[src/rtl/vram_dma_pkg.sv]
// Shared definitions for the VRAM fill/copy DMA: FSM encoding, op codes and
// the 48-bit VRAM data word packing.
package vram_dma_pkg;

    typedef enum logic [2:0] {
        IDLE   = 3'd0,
        RD_REQ = 3'd1,
        WR_REQ = 3'd2,
        GAP    = 3'd3,
        FIN    = 3'd4
    } state_t;

    localparam logic OP_FILL = 1'b0;
    localparam logic OP_COPY = 1'b1;

    localparam int VRAM_DATA_W = 48;
    localparam int VRAM_WORD_W = 16;

    // Payload lives in [15:0]; the upper bits of the controller word are unused.
    function automatic logic [VRAM_DATA_W-1:0] pack_vram(input logic [VRAM_WORD_W-1:0] data);
        return {32'h0, data};
    endfunction

endpackage

[src/rtl/vram_dma_bus_txn.sv]
// Single VRAM bus transaction engine: registered strobe/address/data, ACK
// qualification window, read capture and per-transaction timeout.
module vram_dma_bus_txn
    import vram_dma_pkg::*;
#(
    parameter int ADDR_W      = 20,
    parameter int WR_ACK_SKIP = 2,
    parameter int RD_WAIT     = 1,
    parameter int TIMEOUT     = 255
) (
    input  logic                   clk_50mhz,
    input  logic                   rst,
    input  logic                   i_start,
    input  logic                   i_we,
    input  logic [ADDR_W-1:0]      i_addr,
    input  logic [VRAM_WORD_W-1:0] i_wdata,
    input  logic                   i_ack,
    input  logic [VRAM_DATA_W-1:0] i_douta,
    output logic                   o_stb,
    output logic                   o_we,
    output logic [ADDR_W-1:0]      o_addr,
    output logic [VRAM_DATA_W-1:0] o_dina,
    output logic                   o_done,
    output logic                   o_timeout,
    output logic [VRAM_WORD_W-1:0] o_rdata
);

    localparam int CNT_W = $clog2(TIMEOUT + 1);
    localparam logic [CNT_W-1:0] SKIP_C = CNT_W'(WR_ACK_SKIP);
    localparam logic [CNT_W-1:0] WAIT_C = CNT_W'(RD_WAIT);
    localparam logic [CNT_W-1:0] TO_C   = CNT_W'(TIMEOUT);

    logic                   r_stb;
    logic                   r_we;
    logic [ADDR_W-1:0]      r_addr;
    logic [VRAM_DATA_W-1:0] r_dina;
    logic [CNT_W-1:0]       r_cnt;
    logic [VRAM_WORD_W-1:0] r_rdata;

    logic w_window_open;
    logic w_done;
    logic w_timeout;
    logic w_unused_douta;

    // The controller raises a stale ACK early in a write; only trust it once
    // the skip window has elapsed (reads need their own settle time).
    assign w_window_open  = r_we ? (r_cnt >= SKIP_C) : (r_cnt >= WAIT_C);
    assign w_done         = r_stb & i_ack & w_window_open;
    assign w_timeout      = r_stb & ~w_done & (r_cnt == TO_C);
    assign w_unused_douta = ^i_douta[VRAM_DATA_W-1:VRAM_WORD_W];

    // A new start is only taken with the strobe low, so consecutive
    // transactions always see at least one idle bus cycle.
    always_ff @(posedge clk_50mhz) begin
        if (rst) begin
            r_stb   <= 1'b0;
            r_we    <= 1'b0;
            r_addr  <= '0;
            r_dina  <= '0;
            r_cnt   <= '0;
            r_rdata <= '0;
        end else if (r_stb) begin
            if (w_done || w_timeout) begin
                r_stb <= 1'b0;
            end else begin
                r_cnt <= r_cnt + CNT_W'(1);
            end
            if (w_done && !r_we) begin
                r_rdata <= i_douta[VRAM_WORD_W-1:0];
            end
        end else if (i_start) begin
            r_stb  <= 1'b1;
            r_we   <= i_we;
            r_addr <= i_addr;
            r_dina <= pack_vram(i_wdata);
            r_cnt  <= '0;
        end
    end

    assign o_stb     = r_stb;
    assign o_we      = r_we;
    assign o_addr    = r_addr;
    assign o_dina    = r_dina;
    assign o_done    = w_done;
    assign o_timeout = w_timeout;
    assign o_rdata   = r_rdata;

endmodule

[src/rtl/vram_dma.sv]
// VRAM fill/copy DMA: accepts one command at a time and sequences single-word
// read/write transactions on the SRAM controller VRAM port.
module vram_dma
    import vram_dma_pkg::*;
#(
    parameter int ADDR_W      = 20,
    parameter int LEN_W       = 16,
    parameter int WR_ACK_SKIP = 2,
    parameter int RD_WAIT     = 1,
    parameter int TIMEOUT     = 255
) (
    input  logic                   clk_50mhz,
    input  logic                   rst,
    input  logic                   cmd_valid,
    output logic                   cmd_ready,
    input  logic                   cmd_op,
    input  logic [ADDR_W-1:0]      cmd_src,
    input  logic [ADDR_W-1:0]      cmd_dst,
    input  logic [LEN_W-1:0]       cmd_len,
    input  logic [VRAM_WORD_W-1:0] cmd_fill,
    output logic                   busy,
    output logic                   done,
    output logic                   error,
    output logic [LEN_W-1:0]       words_done,
    output logic                   v_stb,
    output logic                   v_we,
    output logic [ADDR_W-1:0]      v_addra,
    output logic [VRAM_DATA_W-1:0] v_dina,
    input  logic [VRAM_DATA_W-1:0] v_douta,
    input  logic                   v_ACK,
    output logic [2:0]             o_dbg_state
);

    state_t                 r_state;
    state_t                 w_next;
    logic                   r_op;
    logic [ADDR_W-1:0]      r_src;
    logic [ADDR_W-1:0]      r_dst;
    logic [LEN_W-1:0]       r_len;
    logic [LEN_W-1:0]       r_words;
    logic [VRAM_WORD_W-1:0] r_fill;
    logic                   r_after_rd;
    logic                   r_done;
    logic                   r_error;

    logic                   w_start;
    logic                   w_we;
    logic [ADDR_W-1:0]      w_addr;
    logic [VRAM_WORD_W-1:0] w_wdata;
    logic                   w_txn_done;
    logic                   w_txn_to;
    logic [VRAM_WORD_W-1:0] w_rdata;

    vram_dma_bus_txn #(
        .ADDR_W      (ADDR_W),
        .WR_ACK_SKIP (WR_ACK_SKIP),
        .RD_WAIT     (RD_WAIT),
        .TIMEOUT     (TIMEOUT)
    ) u_txn (
        .clk_50mhz (clk_50mhz),
        .rst       (rst),
        .i_start   (w_start),
        .i_we      (w_we),
        .i_addr    (w_addr),
        .i_wdata   (w_wdata),
        .i_ack     (v_ACK),
        .i_douta   (v_douta),
        .o_stb     (v_stb),
        .o_we      (v_we),
        .o_addr    (v_addra),
        .o_dina    (v_dina),
        .o_done    (w_txn_done),
        .o_timeout (w_txn_to),
        .o_rdata   (w_rdata)
    );

    // Transactions are launched from IDLE and GAP only, so the first strobe
    // rises on the accept edge and GAP is the single low cycle between words.
    always_comb begin
        w_next  = r_state;
        w_start = 1'b0;
        w_we    = 1'b0;
        w_addr  = r_dst;
        w_wdata = r_fill;
        case (r_state)
            IDLE: begin
                if (cmd_valid) begin
                    if (cmd_len == '0) begin
                        w_next = FIN;
                    end else begin
                        w_start = 1'b1;
                        w_we    = (cmd_op == OP_FILL);
                        w_addr  = (cmd_op == OP_COPY) ? cmd_src : cmd_dst;
                        w_wdata = cmd_fill;
                        w_next  = (cmd_op == OP_COPY) ? RD_REQ : WR_REQ;
                    end
                end
            end
            RD_REQ, WR_REQ: begin
                if (w_txn_to) begin
                    w_next = FIN;
                end else if (w_txn_done) begin
                    w_next = GAP;
                end
            end
            GAP: begin
                if (r_after_rd) begin
                    w_start = 1'b1;
                    w_we    = 1'b1;
                    w_wdata = w_rdata;
                    w_next  = WR_REQ;
                end else if (r_words == r_len) begin
                    w_next = FIN;
                end else if (r_op == OP_COPY) begin
                    w_start = 1'b1;
                    w_addr  = r_src;
                    w_next  = RD_REQ;
                end else begin
                    w_start = 1'b1;
                    w_we    = 1'b1;
                    w_next  = WR_REQ;
                end
            end
            FIN:     w_next = IDLE;
            default: w_next = IDLE;
        endcase
    end

    always_ff @(posedge clk_50mhz) begin
        if (rst) begin
            r_state    <= IDLE;
            r_op       <= OP_FILL;
            r_src      <= '0;
            r_dst      <= '0;
            r_len      <= '0;
            r_words    <= '0;
            r_fill     <= '0;
            r_after_rd <= 1'b0;
            r_done     <= 1'b0;
            r_error    <= 1'b0;
        end else begin
            r_state <= w_next;
            r_done  <= (r_state == FIN);
            case (r_state)
                IDLE: begin
                    if (cmd_valid) begin
                        r_op       <= cmd_op;
                        r_src      <= cmd_src;
                        r_dst      <= cmd_dst;
                        r_len      <= cmd_len;
                        r_fill     <= cmd_fill;
                        r_words    <= '0;
                        r_error    <= 1'b0;
                        r_after_rd <= 1'b0;
                    end
                end
                RD_REQ: begin
                    if (w_txn_to) begin
                        r_error <= 1'b1;
                    end else if (w_txn_done) begin
                        r_after_rd <= 1'b1;
                    end
                end
                WR_REQ: begin
                    if (w_txn_to) begin
                        r_error <= 1'b1;
                    end else if (w_txn_done) begin
                        r_words    <= r_words + LEN_W'(1);
                        r_src      <= r_src + ADDR_W'(1);
                        r_dst      <= r_dst + ADDR_W'(1);
                        r_after_rd <= 1'b0;
                    end
                end
                default: ;
            endcase
        end
    end

    assign cmd_ready   = (r_state == IDLE);
    assign busy        = (r_state != IDLE);
    assign done        = r_done;
    assign error       = r_error;
    assign words_done  = r_words;
    assign o_dbg_state = r_state;

endmodule

[config.mk]
export PLATFORM = sky130hd
export DESIGN_NAME = vram_dma
export DESIGN_NICKNAME = d
export VERILOG_FILES = /design/src/rtl/vram_dma_pkg.sv /design/src/rtl/vram_dma_bus_txn.sv /design/src/rtl/vram_dma.sv
export SDC_FILE = /design/constraint.sdc
export NUM_CORES = 1
export LEC_CHECK = 0
export CORE_UTILIZATION = 49
export CTS_CLUSTER_DIAMETER = 50
export DETAILED_ROUTE_END_ITERATION = 6
export PLACE_DENSITY = 0.85
export SLEW_MARGIN = 20
export SYNTH_ARGS = -nofsm -noshare
export SYNTH_HDL_FRONTEND = slang
export SYNTH_SLANG_ARGS = --single-unit
[constraint.sdc]
create_clock -name clk_50mhz -period 3 [get_ports clk_50mhz]
set_input_delay 0.45 -clock clk_50mhz [delete_from_list [all_inputs] [get_ports clk_50mhz]]
set_output_delay 0.45 -clock clk_50mhz [all_outputs]
set_load 0.01 [all_outputs]
==> results of run 1 <==
## kinds of logic (layout without fill, tap and decap cells)
| family | Yosys count | in the layout | share of synthesized area [%] |
|---|---|---|---|
| simple gates | 412 | 412 | 22.83 |
| compound gates | 277 | 277 | 23.92 |
| flops | 157 | 157 | 37.91 |
| buf+inv | 128 | 221 | 7.999 |
| xor+xnor | 35 | 35 | 3.698 |
| mux | 21 | 21 | 2.535 |
| fa+ha+maj | 7 | 7 | 1.056 |
| other cells | 1 | 32 | 0.04523 |
## cells in the final DEF, fill, tap and decap left out, types with 5 or more instances in the layout
cell             netlist  final
a211oi_1              20     20
a211oi_2              21     21
a21oi_1               98     98
a221oi_1              20     20
a22oi_1               22     22
a311oi_1              13     13
a311oi_2               9      9
and3_1                 8      8
buf_12                 0      6
buf_4                 32     18
clkbuf_16              0     17
clkdlybuf4s50_1        0    152
clkinvlp_4             0      5
conb_1                 1     32
dfxtp_1              157    157
ha_1                   7      7
inv_1                 13     13
mux2i_1               21     21
nand2_1              158    157
nand2b_1               6      6
nand3_1               34     34
nand4_1               15     15
nor2_1               115    115
nor3_1                19     19
nor3b_1                9      9
nor4_1                 9      9
o21ai_0               34     34
o22ai_1                9      9
o31ai_1                5      5
or3_1                 11     11
xnor2_1               11     11
xor2_1                24     24
## layout make-up
type / count / area share, %
Tap cell: 220 / 2.636
Inverter: 13 / 0.4672
Clock buffer: 18 / 4.205
Multi-Input combinational cell: 784 / 44.30
Sequential cell: 157 / 30.09
Timing Repair Buffer: 176 / 17.01
Clock inverter: 14 / 1.282
## critical path: stages, from the launching register on
cell and delay [ps]:
dfxtp_1 670, nand3b_1 180, nor3b_1 280, and2_1 900, a221oi_1 300, a211oi_2 260
## power by group through the flow
stage / clock (mW) / combinational, mW / sequential [mW]
3_3_place_gp: 0 / 4.36 / 3.29
3_5_place_dp: 0 / 4.47 / 3.31
5_1_grt: 2.22 / 4.93 / 3.38
2_1_floorplan: 0 / 3.10 / 3.19
6_report: 2.10 / 4.51 / 3.31
4_1_cts: 2.12 / 4.49 / 3.28
## stage by stage
| step | total power, mW | util [%] | instance area [µm²] | worst slack (ps) | hold WS, ps |
|---|---|---|---|---|---|
| finish | 9.915 | 63.20 | 10440 | 317.0 | 366.0 |
| detailed placement | 7.782 | 59.73 | 9871 | 228.3 | 448.0 |
| global placement | 7.646 | 59.73 | 9871 | 278.7 | 441.8 |
| floorplan | 6.296 | - | 8407 | 867.7 | 436.0 |
| global route | 10.54 | 63.20 | 10440 | 135.4 | 371.4 |
| CTS | 9.889 | 63.20 | 10440 | 227.5 | 352.8 |
## path summary, 6_finish.rpt
path                          from               end  slack [ps]  cells past startpoint
hold reg to reg   u_txn.o_rdata[1]  u_txn.o_rdata[1]         450                      2
hold / removal                 rst        u_txn.o_we         370                      2
setup / recovery    o_dbg_state[0]  u_txn.o_addr[15]         320                      5
setup reg to reg    o_dbg_state[0]  u_txn.o_addr[15]         320                      5
## layer usage
layer	vias to the layer above	wire (µm)	global-route usage [%]
met4	0	589	10.21
met3	66	1760	5.344
met1	3806	9547	33.32
li1	3864	-	-
met2	397	10680	42.42
met5	-	0	0
## registers in the layout, indices dropped and copies added, names as in the netlist
register       count
done               1
error              1
o_dbg_state        3
r_after_rd         1
r_dst             20
r_fill            16
r_len             16
r_op               1
r_src             20
u_txn.o_addr      20
u_txn.o_dina      16
u_txn.o_rdata     16
u_txn.o_stb        1
u_txn.o_we         1
u_txn.r_cnt        8
words_done        16
==> results.md, run 1 <==
* Status: finished, final reports clean
* Unrepaired setup endpoints after global routing: false
* Sw Ratio at 41.74%
* CTS max path bufs at 2
* Worst clock skew at 10.10 ps
* Biggest area consumer among synthesized cells: dfxtp_1
* Sequential Power Share at about a third
* Sink Count at 157
* Total GRT Usage at approximately a quarter
* Yosys top cell area share at a little under two fifths
* Register area at ~0.0031 mm²
* DRC at 0
* Post-synth EDFFs at 0
* Cts bufs inserted at 17
* Via-per-instance ratio at 5.885
* Core area at approximately 0.017 mm²
* Flop and latch count out of synthesis at 157
* Hpwl dp at 15.05 mm
* ANT nets after route at 0
* Post-synth ARST share at 0%
* Synth area leaders: dfxtp_1 (38%), nand2_1 (7.2%), a21oi_1 (5.9%)
* Kind of critical path: flop to flop
* Routed WL at around 23 mm
* CP endpoint kind: flop
* Worst-path clk slew at about 70 ps
* TritonCTS clock tree: built
* Die width at approximately 130 µm
* PortBufs at approximately 150
* Max IR drop VDD at 0.0005581 V
* N_diodes at 0
* Root buf cell: clkbuf_16
* Critical path startpoint category: flop
* Pre-antenna DRT Iters at 6
* Final Non-Filler Cells at 1,382
* Minimum clock period after layout at roughly 2700 ps
* Ys flop type: dfxtp_1
* Worst Tran Pin Value at about 1100 ps
* Wirelength per Cell at 16.34 µm
* Initial core utilization at between 50% and 60%
* GPL Wtd Cong at 0.8763
* Initial DRC count at just under 800
* Final worst path period share at 89.43%
* H-Tree Depth at 4
* Yosys warns at 0
* Layout cells sized above 1 at 8.434%
* Mapped cell area at ~0.0083 mm²
* Synth-to-Final Area Change at 25.97%
* Site Rows at 47
* Pwr per Cell Area at ~950 mW/mm²
* Worst Path Required at ~3400 ps
* Setup bufs post-CTS at 0
* Cell total after placement at 1,350
* Top post-synthesis cells by count: nand2_1 (158), dfxtp_1 (157), nor2_1 (115)
* Final Setup Violations at 0
* Max Freq at 372.7 MHz
* Vias in the first global route at 7,273
* Switching pwr at 4.139 mW
* Post-Syn Instances at 1,038
* Pint at 5.776 mW
* Chip Height at 132.1 µm
* Initial antenna violation count at 0
* Largest net degree at the start of global routing at 92
* Syn Area/Cell at about 8 µm²
* IO Count at around 220
* Clock power frac at about a fifth
* Area of the multi-input gates at between 0.004 and 0.005 mm²
* CP Max Fanout at 21
* Worst hold path type: input port to flop
* PostCTS Resize Cnt at 0
* Endpoints failing hold at 0
* DR vias at 8,133
* Fill cells at between 1,000 and 1,500
* Count of different cell masters after synthesis at 63
* Headroom to the max-slew limit at a little over a quarter
* First-pass GRT wire length at around 37 mm
* Clk_lat worst skew at ~420 ps
* Setup TNS at 0 ps
* Sequential area share after synthesis at 37.91%
* Final nets at 1,281
* Comb pwr share at 45.5%
* Max-cap violations at 0
* Hold Buf Count CTS at 0
* Grt total ovfl at 0
* Die area at about 0.017 mm²
* Crit path arrival time at a little over 3000 ps
* Cell with the most instances after synthesis: nand2_1
* Final slew viol count at 0
* Leak pwr at 3.675 nW
(Power assumes the default switching activity.)
==> run 2, diff against run 1 <==
Settings changed: CAP_MARGIN set to 20.
==> results of run 2 <==
The final DEF is identical to that of run 1; final timing and power are the same.
